File: config.mk
export PLATFORM = sky130hd
export DESIGN_NAME = instr_fetch
export DESIGN_NICKNAME = d
export VERILOG_FILES = /design/src/rtl/riscv_pkg.sv /design/src/rtl/instr_fetch_fifo.sv /design/src/rtl/instr_fetch.sv
export SDC_FILE = /design/constraint.sdc
export NUM_CORES = 1
export LEC_CHECK = 0
export CAP_MARGIN = 20
export CELL_PAD_IN_SITES_DETAIL_PLACEMENT = 1
export CELL_PAD_IN_SITES_GLOBAL_PLACEMENT = 2
export CORE_MARGIN = 2
export CORE_UTILIZATION = 37
export CTS_BUF_LIST = sky130_fd_sc_hd__clkbuf_16
export DETAILED_ROUTE_END_ITERATION = 10
export PLACE_DENSITY = 0.93
export SYNTH_ARGS = -nofsm -noshare
export SYNTH_HDL_FRONTEND = slang
export SYNTH_HIERARCHICAL = 1
export SYNTH_SLANG_ARGS = --single-unit
File: constraint.sdc
create_clock -name clk -period 8.6 [get_ports clk]
set_input_delay 0.86 -clock clk [delete_from_list [all_inputs] [get_ports clk]]
set_output_delay 0.86 -clock clk [all_outputs]
set_load 0.005 [all_outputs]
File: src/rtl/riscv_pkg.sv
// Shared fetch-side types and constants for the RISC-V core.
package riscv_pkg;

    localparam int unsigned XLEN      = 32;
    localparam logic [31:0] PC_STEP   = 32'd4;
    localparam logic [31:0] INSTR_NOP = 32'h0000_0013;

    // One buffered fetch result: the instruction word and the PC it came from.
    typedef struct packed {
        logic [XLEN-1:0] pc;
        logic [31:0]     instr;
    } fetch_entry_t;

    // Force a target address onto a 4-byte instruction boundary.
    function automatic logic [XLEN-1:0] pc_align(input logic [XLEN-1:0] addr);
        return {addr[XLEN-1:2], 2'b00};
    endfunction

    // True when a target address is not on a 4-byte boundary.
    function automatic logic pc_misaligned(input logic [XLEN-1:0] addr);
        return (addr[1:0] != 2'b00);
    endfunction

endpackage : riscv_pkg

File: src/rtl/instr_fetch_fifo.sv
// Small synchronous FIFO holding fetched {pc, instr} entries.
// Pointers carry one extra wrap bit so full and empty are distinguishable
// without a separate occupancy counter.
module fetch_fifo
    import riscv_pkg::*;
#(
    parameter int unsigned DEPTH = 2
) (
    input  logic         clk,
    input  logic         rst_n,
    input  logic         i_push,
    input  logic         i_pop,
    input  logic         i_flush,
    input  fetch_entry_t i_data,
    output fetch_entry_t o_data,
    output logic         o_full,
    output logic         o_empty
);

    localparam int unsigned PW = $clog2(DEPTH) + 1;
    localparam int unsigned IW = PW - 1;

    logic [PW-1:0] r_wr_ptr;
    logic [PW-1:0] r_rd_ptr;
    fetch_entry_t  r_mem [DEPTH];

    logic w_do_pop;
    logic w_do_push;

    // A pop only happens with data present; a push into a full FIFO is only
    // legal when the head leaves in the same cycle (pop-then-push).
    assign w_do_pop  = i_pop & ~o_empty;
    assign w_do_push = i_push & (~o_full | w_do_pop);

    assign o_empty = (r_wr_ptr == r_rd_ptr);
    assign o_full  = (r_wr_ptr[PW-1] != r_rd_ptr[PW-1]) &&
                     (r_wr_ptr[IW-1:0] == r_rd_ptr[IW-1:0]);

    // Pointer update; a flush discards every entry, including one being popped.
    always_ff @(posedge clk or negedge rst_n) begin
        if (!rst_n) begin
            r_wr_ptr <= '0;
            r_rd_ptr <= '0;
        end else if (i_flush) begin
            r_wr_ptr <= '0;
            r_rd_ptr <= '0;
        end else begin
            if (w_do_push) begin
                r_wr_ptr <= r_wr_ptr + PW'(1);
            end
            if (w_do_pop) begin
                r_rd_ptr <= r_rd_ptr + PW'(1);
            end
        end
    end

    // Entry storage; when full with a simultaneous pop, the slot written is
    // the head being read out this cycle, which is already consumed.
    always_ff @(posedge clk or negedge rst_n) begin
        if (!rst_n) begin
            for (int i = 0; i < int'(DEPTH); i++) begin
                r_mem[i] <= '0;
            end
        end else if (w_do_push && !i_flush) begin
            r_mem[r_wr_ptr[IW-1:0]] <= i_data;
        end
    end

    // Head entry; forced to zero while empty so decode never sees stale data.
    always_comb begin
        o_data = '0;
        if (o_empty) begin
            o_data = '0;
        end else begin
            o_data = r_mem[r_rd_ptr[IW-1:0]];
        end
    end

endmodule : fetch_fifo

File: src/rtl/instr_fetch.sv
// Fetch stage: owns the PC, reads the combinational instruction memory,
// buffers {pc, instr} in a FIFO and hands entries to decode over valid/ready.
// Redirects from execute flush the buffer and reload the PC.
// XLEN must match the package XLEN because the buffered entry type uses it.
module instr_fetch #(
    parameter int unsigned       XLEN       = riscv_pkg::XLEN,
    parameter logic [XLEN-1:0]   RESET_PC   = '0,
    parameter int unsigned       FIFO_DEPTH = 2
) (
    input  logic            clk,
    input  logic            rst_n,
    output logic [XLEN-1:0] imem_addr,
    input  logic [31:0]     imem_instruction,
    input  logic            redirect_valid,
    input  logic [XLEN-1:0] redirect_pc,
    output logic            out_valid,
    input  logic            out_ready,
    output logic [31:0]     out_instr,
    output logic [XLEN-1:0] out_pc,
    output logic            misalign_err,
    output logic [31:0]     fetch_count
);

    import riscv_pkg::*;

    logic [XLEN-1:0] r_pc;
    logic            r_misalign_err;
    logic [31:0]     r_fetch_count;

    logic            w_full;
    logic            w_empty;
    logic            w_pop;
    logic            w_push;
    fetch_entry_t    w_wr_entry;
    fetch_entry_t    w_head;

    // Memory answers in the same cycle, so the PC register addresses it directly.
    assign imem_addr = r_pc;

    // Handshake: decode consumes the head; fetch pushes whenever a slot is
    // free (or frees this cycle) and no redirect is in flight.
    assign w_pop  = out_valid & out_ready;
    assign w_push = ~redirect_valid & (~w_full | w_pop);

    // Pack the current fetch result for the FIFO tail.
    always_comb begin
        w_wr_entry       = '0;
        w_wr_entry.pc    = r_pc;
        w_wr_entry.instr = imem_instruction;
    end

    fetch_fifo #(
        .DEPTH   (FIFO_DEPTH)
    ) u_fetch_fifo (
        .clk     (clk),
        .rst_n   (rst_n),
        .i_push  (w_push),
        .i_pop   (w_pop),
        .i_flush (redirect_valid),
        .i_data  (w_wr_entry),
        .o_data  (w_head),
        .o_full  (w_full),
        .o_empty (w_empty)
    );

    assign out_valid    = ~w_empty;
    assign out_pc       = w_head.pc;
    assign out_instr    = w_head.instr;
    assign misalign_err = r_misalign_err;
    assign fetch_count  = r_fetch_count;

    // PC register: redirect wins, otherwise step past each pushed instruction
    // (wraps modulo 2^XLEN), otherwise hold while the buffer is full.
    always_ff @(posedge clk or negedge rst_n) begin
        if (!rst_n) begin
            r_pc <= RESET_PC;
        end else if (redirect_valid) begin
            r_pc <= pc_align(redirect_pc);
        end else if (w_push) begin
            r_pc <= r_pc + XLEN'(PC_STEP);
        end else begin
            r_pc <= r_pc;
        end
    end

    // One-cycle flag for a redirect target that is not word aligned.
    always_ff @(posedge clk or negedge rst_n) begin
        if (!rst_n) begin
            r_misalign_err <= 1'b0;
        end else if (redirect_valid) begin
            r_misalign_err <= pc_misaligned(redirect_pc);
        end else begin
            r_misalign_err <= 1'b0;
        end
    end

    // Performance counter of pushed instructions; survives redirects.
    always_ff @(posedge clk or negedge rst_n) begin
        if (!rst_n) begin
            r_fetch_count <= 32'd0;
        end else if (w_push) begin
            r_fetch_count <= r_fetch_count + 32'd1;
        end else begin
            r_fetch_count <= r_fetch_count;
        end
    end

endmodule : instr_fetch

# Yosys cells after proc, flatten, opt, wreduce, memory -nomap -nowiden
# Cells that the tools add are included.
# word_totals
regBits	197
latchBits	0
ram_bits	0
mem_bits_ro	0
inputBits	68
output_inout_bits	130
wordCells	52
memories	0
# op_classes
n_addsub	4
multipliers	0
n_div	0
magnitude_cmp	3
n_eq_ne	3
shifts	0
n_mux	14
bitwise	11
reduce_logical	8
# op_table
operator	count
$mux 64	5
$bwmux 128	1
$demux 64 s1	1
$mux 32	2
$add 32x1->32 const B	1
$add 32x3->32 const B	1
$mux 2	4
$reduce_bool 2->1	4
$add 2x1->2 const B	2
$and 1x1->1	4
$ge 2x2->1 const B	2
$not 1->2	2
$logic_and 1x1->1	3
$not 1->1	3
$eq 2x2->1	1
$lt 2x1->1 const B	1
$or 1x1->1	2
$eq 1x1->1	1
$logic_not 1->1	1
$mux 1	1
$ne 1x1->1	1

# Logic depth before layout (Yosys ltp)
# logic_depth
depth_word	8
mapped_depth	12
ltp_nobuf	7

# Modules after synthesis
# The synthesis kept the hierarchy.
# modules_own_cells
module	instances	cells_each	area_each_um2	seq_area_each_um2
fetch_fifo	1	445	6347.3	3303.2
instr_fetch	1	318	3305.7	1576.5

# Least setup slack after synthesis
# No wires, ideal clock.
# synth_timing
path_type	register -> register
start	reg u_fetch_fifo.r_wr_ptr[0]
end	reg u_fetch_fifo/r_mem[100] (netlist bit)
setup_ns	0.125
arrival_ns	2.762
slack_ns	5.712
stages_incl_launch_ff	13
n_path_buf	5
period_less_slack_ns	2.888
path_cell_list	dfrtp_1 > clkbuf_1 > xor2_1 > nor2_1 > clkbuf_1 > nand2b_4 > buf_12 > a21oi_1 > nor3b_1 > o31a_1 > buf_4 > buf_6 > mux2_4
# synth_between
elab_chain_len	7
word_cells_on_any_way	19
# synth_lines
element	line	rtl
from (decl)	instr_fetch_fifo.sv:23	logic [PW-1:0] r_wr_ptr;
from (signal assigned)	instr_fetch_fifo.sv:49	r_wr_ptr <= r_wr_ptr + PW'(1);
$eq 2x2->1	instr_fetch_fifo.sv:35	assign o_empty = (r_wr_ptr == r_rd_ptr);
named net w_empty	instr_fetch.sv:31	logic w_empty;
$not 1->1	instr_fetch.sv:66	assign out_valid = ~w_empty;
$and 1x1->1	instr_fetch.sv:42	assign w_pop = out_valid & out_ready;
$or 1x1->1	instr_fetch.sv:43	assign w_push = ~redirect_valid & (~w_full | w_pop);
$and 1x1->1	instr_fetch.sv:43	
named net w_push	instr_fetch.sv:33	logic w_push;
$and 1x1->1	instr_fetch_fifo.sv:33	assign w_do_push = i_push & (~o_full | w_do_pop);
$logic_and 1x1->1	instr_fetch_fifo.sv:64	end else if (w_do_push && !i_flush) begin
to (signal, indexed assignment)	instr_fetch_fifo.sv:65	r_mem[r_wr_ptr[IW-1:0]] <= i_data;
to (decl)	instr_fetch_fifo.sv:25	fetch_entry_t r_mem [DEPTH];
# The timed path passes the listed nets, and every way through them passes these cells.
# A chain may end at the register's enable or synchronous reset.

# Worst setup path after layout
# layout_timing
start	reg u_fetch_fifo.r_rd_ptr[0]
end	reg u_fetch_fifo/r_mem[122] (netlist bit)
# layout_between
elab_chain_len	7
word_cells_on_any_way	12
# layout_lines
element	line	rtl
from (decl)	instr_fetch_fifo.sv:24	logic [PW-1:0] r_rd_ptr;
from (signal assigned)	instr_fetch_fifo.sv:52	r_rd_ptr <= r_rd_ptr + PW'(1);
$eq 1x1->1	instr_fetch_fifo.sv:37	(r_wr_ptr[IW-1:0] == r_rd_ptr[IW-1:0]);
$logic_and 1x1->1	instr_fetch_fifo.sv:36	assign o_full = (r_wr_ptr[PW-1] != r_rd_ptr[PW-1]) &&
named net w_full	instr_fetch.sv:30	logic w_full;
$not 1->1	instr_fetch.sv:43	
$or 1x1->1	instr_fetch.sv:43	
$and 1x1->1	instr_fetch.sv:43	
named net w_push	instr_fetch.sv:33	
$and 1x1->1	instr_fetch_fifo.sv:33	
$logic_and 1x1->1	instr_fetch_fifo.sv:64	
# The timed path passes the listed nets, and every way through them passes these cells.

==> impl_metrics.toml <==
[clock_network]
ctsResizeCount = 0
cts_sinks = 195
cts_inserted_buffers = 17
ctsHoldBuffers = 0
path_clk_slew_ns = 0.08
root_buffer = "clkbuf_16"
cts_setup_buffers = 0
cts_tree = "built"
clk_path_buf_depth = 2
clk_latency_ns = 0.43
h-tree-depth = 4

[power]
seqPwrFrac = 0.445
comb_power_share = 0.309
power.density_nw_per_um2 = 259
swShare = 0.300
p_int_mw = 2.23
p_sw_mw = 0.959
pwr-share-clk = 0.246
ir_worst_vdd_v = 0.000112
leakage_nw = 5.24
power.total_mw = 3.19

[drt]
first_pass_iters = 4
drt_iter0_drc = 231
via_per_inst = 4.94
vias = 6392
antenna_left = 0
wire_per_inst_um = 18.4
drt-total-wl_um = 23800
route.detailed.drc = 0

[finish]
final_util = 0.477
syn_to_final_growth_pct = 27.6
diodes = 0
drive_gt1_frac = 0.203
fin_cells = 1293
design_area_um2 = 12300
final_common_cell = "dfrtp_1"
final_cell_mix = "dfrtp_1, clkdlybuf4s50_1, nor2_1"
final_nets = 1015

[floorplanning]
die-area_um2 = 27400
start_util = 0.374
num_rows = 59
io_pins = 198
die_h_um = 166
die_w_um = 166
core_region_area_um2 = 25800

[worst_setup_path]
crit_chain = "xor2_1 > nor2_1 > a21oi_1 > nor3b_1 > o31a_2 > buf_4 > mux2_4"
critPathSlowestCell = "o31a_2"
endpoint_kind = "register"
crit_path_start_kind = "register"
worstSetupPathType = "reg -> reg"
crit_fanout = 36
path_delay_family = "compound AO/OA/AOI/OAI gates"
slowest_delay_ns = 0.90
worst-path-buf-inv = 1
crit_arrival_ns = 4.73
crit_required_ns = 8.91

[flow_run]
cap_violations = 0

[sta]
whs_ns = 0.357
setup_violations = 0
worst_slew_pin_slew_ns = 1.05
setup_slack_ns = 4.18
fmax_mhz = 226
tns_ns = 0
fin_crit_ns = 4.42
rsz0062_at_grt = "no"
skew_ns = 0.0173
slew-limit-headroom = 0.297
finalHoldViolations = 0
period_share = 0.514
drv_slew = 0

[global_route]
grt_pass1_wl_um = 37800
grt_pass1_vias = 6883
grt_max_degree = 80
grt_usage = 0.178
grt-ovfl-total = 0
grt_antenna_before_repair = 0

[yosys]
ys_warn_count = 6
ys_seq_area_frac = 0.506
synth-main-ff-cell = "dfrtp_1"
syn_avg_cell_area_um2 = 12.7
synth_cell_types = 51
ys_seq_elements = 195
async_reset_ff_frac = 1.00
postSynthCellCount = 763
netlist_area_um2 = 9650
synth_edf_count = 0

[placed_design]
dp.cells = 1259
portBuffers = 195
hpwl_um = 15800
gp_congestion = 0.753
postPlaceCellArea_um2 = 11700
place_ws_ns = 4.10

[status]
outcome = "complete, no violations"

[min_path]
hold_path_class = "in -> async"
power groups by stage:
stage                     Combinational, mW  Sequential [mW]  Clock (mW)
after floorplan                       0.614             1.36           0
after global placement                0.958             1.41           0
after detailed placement              0.993             1.43           0
after CTS                              1.00             1.42       0.812
after global routing                   1.07             1.46       0.851
final                                 0.986             1.42       0.787
cell families after synthesis:
family                     after synthesis  synth area share
other                                    1          0.000388
AOI/OAI and AO/OA                       46            0.0306
muxes                                  196             0.247
adders and majority gates                2           0.00259
DFF                                    195             0.506
and+or+nand+nor                        208             0.111
xor gates and xnor gates                63            0.0572
buffers and inverters                   52            0.0450
sequential cells by signal (all words and copies together), names as in the netlist:
name / count
u_fetch_fifo/r_wr_ptr: 2
misalign_err: 1
u_fetch_fifo/r_mem: 128
imem_addr: 30
fetch_count: 32
u_fetch_fifo/r_rd_ptr: 2
final timing paths:
kind                                                      start                                    to  slack, ns  cells past startpoint
max in group asynchronous                                 rst_n  u_fetch_fifo/r_rd_ptr[0]$_DFFE_PN0P_       6.88                      2
max                        u_fetch_fifo/r_rd_ptr[0]$_DFFE_PN0P_   u_fetch_fifo/r_mem[122]$_DFFE_PN0P_       4.18                      7
min in group clk                    fetch_count[31]$_DFFE_PN0P_           fetch_count[31]$_DFFE_PN0P_       0.48                      1
min                                                       rst_n           fetch_count[30]$_DFFE_PN0P_       0.36                      1
min reg2reg                         fetch_count[31]$_DFFE_PN0P_           fetch_count[31]$_DFFE_PN0P_       0.48                      1
max reg2reg                u_fetch_fifo/r_rd_ptr[0]$_DFFE_PN0P_   u_fetch_fifo/r_mem[122]$_DFFE_PN0P_       4.18                      7
cell type report:
| type | instances | area, um2 |
|---|---|---|
| timing repair buffer | 203 | 2040 |
| clock buffer | 17 | 425 |
| clock inverter | 15 | 144 |
| multi-input combinational | 521 | 4380 |
| sequential | 195 | 4880 |
| fill | 2728 | 13500 |
| tap | 335 | 419 |
| inverter | 7 | 26.3 |
routing by layer:
metal | share of wire | GRT usage | up-vias | routed length, um
li1 | - | - | 2993 | -
met5 | 0 | 0 | - | 0
met1 | 0.49 | 0.251 | 3243 | 11500
met3 | 0.038 | 0.0355 | 18 | 914
met4 | 0.012 | 0.0498 | 0 | 294
met2 | 0.46 | 0.279 | 138 | 11000
synthesized netlist by cell type, drive strengths merged, types with 2 or more instances:
master,n,area [um2]
inv,7,26.3
nor3,3,36.3
a21oi,6,37.5
nand2,53,199
a211oi,3,52.6
xnor2,25,219
mux2,131,1740
and3,16,105
dfrtp,195,4880
nand4,13,111
and2,6,42.5
xor2,38,333
ha,2,25.0
clkbuf,12,76.3
nand3,19,105
nor2b,2,12.5
mux2i,65,651
nand2b,2,20.0
o21ai,31,155
and4,12,118
nand4b,2,17.5
nor2,78,293
buf,33,332
Note: power is estimated with default switching activity, not from simulation.
==> edit: new RTL, same flow settings <==
Reset style: synchronous (`rst_n`), changed in 5 clocked blocks.
--- a/src/rtl/instr_fetch_fifo.sv
+++ b/src/rtl/instr_fetch_fifo.sv
@@ -39,3 +39,3 @@
     // Pointer update; a flush discards every entry, including one being popped.
-    always_ff @(posedge clk or negedge rst_n) begin
+    always_ff @(posedge clk) begin
         if (!rst_n) begin
@@ -58,3 +58,3 @@
     // the head being read out this cycle, which is already consumed.
-    always_ff @(posedge clk or negedge rst_n) begin
+    always_ff @(posedge clk) begin
         if (!rst_n) begin
--- a/src/rtl/instr_fetch.sv
+++ b/src/rtl/instr_fetch.sv
@@ -73,3 +73,3 @@
     // (wraps modulo 2^XLEN), otherwise hold while the buffer is full.
-    always_ff @(posedge clk or negedge rst_n) begin
+    always_ff @(posedge clk) begin
         if (!rst_n) begin
@@ -86,3 +86,3 @@
     // One-cycle flag for a redirect target that is not word aligned.
-    always_ff @(posedge clk or negedge rst_n) begin
+    always_ff @(posedge clk) begin
         if (!rst_n) begin
@@ -97,3 +97,3 @@
     // Performance counter of pushed instructions; survives redirects.
-    always_ff @(posedge clk or negedge rst_n) begin
+    always_ff @(posedge clk) begin
         if (!rst_n) begin
Formal check against the unedited RTL: differs if rst_n is asserted again (counterexample within 4 cycles, from zero or initial values and one cycle with rst_n low); with rst_n held inactive, the same outputs for 4 cycles.
==> edit against the original RTL <==
Cell area down 1.5%; non-clock buffer count up 2; clock skew down 3.8 ps; sequential cell count up 1; synthesized cell count up 9.4%; area after synthesis down 4.5%; global-route usage up 1.8 points; worst setup slack better by 540 ps; routed wire length up 6.7%.
Power is not compared: it rests on default switching activity, and its combinational part moved more than twofold at a synthesized area within 25%.
==> edit: results (changes against the original RTL) <==
Placement Cell Area -> 0.01148 mm2 (-1.9%)
initial antenna violation count -> 1 (+1)
clk_skew -> 13.49 ps (-3.824 ps)
flop2flop setup slack -> 4800 ps (+620 ps)
Placer Congestion -> 0.7696 (+2.2%)
Filler Cell Count -> 2617 (-4.1%)
r2r startpoint -> u_fetch_fifo/r_rd_ptr[1]$_SDFFE_PP0P_
CTS Buffer Depth -> 2 (unchanged)
drt initial violations -> 448 (+94%)
Critical Path AT -> 3950 ps (-780 ps)
Clk Latency, worst-skew pair -> 450 ps (+20 ps)
total number of vias -> 6959 (+8.9%)
worst r2r dst -> u_fetch_fifo/r_mem[1][46]$_SDFFCE_PN0P_
EDFF count, synth -> 128 (+128)
Clk pin slew, worst setup/hold paths -> 70 ps
number of global-route vias before repair -> 7231 (+5.1%)
Mapped Cells -> 835 (+9.4%)
first-pass GRT wire length -> 40090 um (+6.0%)
WHS Endpoint -> fetch_count[31]$_SDFFE_PN0P_
HP Class -> reg2reg
largest cells by area after synthesis -> edfxtp_1 (42%), dfxtp_1 (15%), and2_1 (9.0%), mux2i_1 (7.5%), nor2_1 (4.2%)
number of synthesis warnings -> 6 (unchanged)
setup bufs post-CTS -> 0 (unchanged)
uppermost layer routed -> met5
sequential area share after synthesis -> 0.5649 (+0.05940)
HPWL Detailed -> 16650 um (+5.2%)
status -> finished, final reports clean
PortBufs -> 195 (unchanged)
pin count of the biggest net entering global routing -> 66 (-18%)
Met3 Routed Length -> 1596 um (+75%)
CTS Buf Count -> 17 (unchanged)
met2 wire length -> 11900 um (+8.0%)
Routed WL per cell -> 18.72 um (+1.9%)
Design Area, Final -> 0.01213 mm2 (-1.5%)
GRT Overall Usage -> 0.1957 (+0.01779)
P_leak -> 4.186 nW
ys async rst share -> 0 (-1.000)
CP startpoint -> redirect_valid
Placed Cells -> 1320 (+4.8%)
# nets final -> 1087 (+7.1%)
Synth cell types -> 49 (-3.9%)
Primary FF master, synth -> edfxtp_1
met1 WL -> 11490 um (-0.37%)
Synth top cells by count -> and2_1 (132), edfxtp_1 (128), nor2_1 (104)
Slew HR -> 0.3720 (+0.07475)
drt first pass iters -> 7 (+3)
share of layout cells above drive strength 1 -> 0.05922 (-0.1433)
Vias/cell -> 5.140 (+4.0%)
worst-path maximum fanout -> 64 (+78%)
-- edit: changes by cell type after synthesis, moves of 17 or more --
cell,delta
dfrtp_1,-195
and2_1,+130
edfxtp_1,+128
mux2_4,-70
dfxtp_1,+68
mux2_2,-52
a21oi_1,+34
nor2_1,+26
nand2_1,-20
nand4_1,+17
-- edit: worst max path at each step --
stage	to	slack, ps	depth (start not counted)
after floorplan	u_fetch_fifo/r_mem[1][0]$_SDFFCE_PN0P_	1040	8
final	u_fetch_fifo/r_mem[1][46]$_SDFFCE_PN0P_	4720	5
after global placement	u_fetch_fifo/r_mem[1][25]$_SDFFCE_PN0P_	4440	5
after global routing	u_fetch_fifo/r_mem[1][44]$_SDFFCE_PN0P_	4500	5
after CTS	u_fetch_fifo/r_mem[1][44]$_SDFFCE_PN0P_	4760	5
after detailed placement	u_fetch_fifo/r_mem[1][28]$_SDFFCE_PN0P_	4300	5
-- edit: metal layers --
layer,global-route usage,up-vias
met5,0,-
met4,0.05310,2
met3,0.05490,28
met2,0.3176,199
met1,0.2579,3429
li1,-,3301
-- edit: critical path, stage by stage --
cell             delay, ps
clkdlybuf4s50_1        750
a21oi_1                900
nand2_1                380
o31ai_4                260
buf_4                  740
-- edit: cell type report --
class	count	area share
Multi-Input combinational cell	586	0.3141
Tap cell	324	0.03341
Timing Repair Buffer	205	0.1681
Clock inverter	15	0.01670
Sequential cell	196	0.4293
Clock buffer	17	0.03506
Inverter	11	0.003403
-- edit: stage by stage --
stage          worst slack, ps  hold WS, ps
6_report                  4721        501.3
5_1_grt                   4499        535.0
4_1_cts                   4760        501.8
3_5_place_dp              4303        484.0
3_3_place_gp              4439        475.0
2_1_floorplan             1037        474.3
-- edit: logic make-up after synthesis --
kind of cell             Yosys count  share of synthesized area
flip-flops                       196                     0.5649
multiplexers                      71                    0.07740
XOR/XNOR                          53                    0.05120
other                              1                  0.0004070
AND/OR/NAND/NOR                  364                     0.2139
AO/OA/AOI/OAI                     90                    0.06165
buffers and inverters             58                    0.02784
adder cells (fa/ha/maj)            2                   0.002715
-- edit: power breakdown --
part	switching, W	total, W	internal (W)	leakage (nW)
Combinational	0.0000854	0.000175	0.0000895	1.97
Sequential	0.0000360	0.00108	0.00105	1.91
Clock	0.000393	0.000841	0.000447	0.305
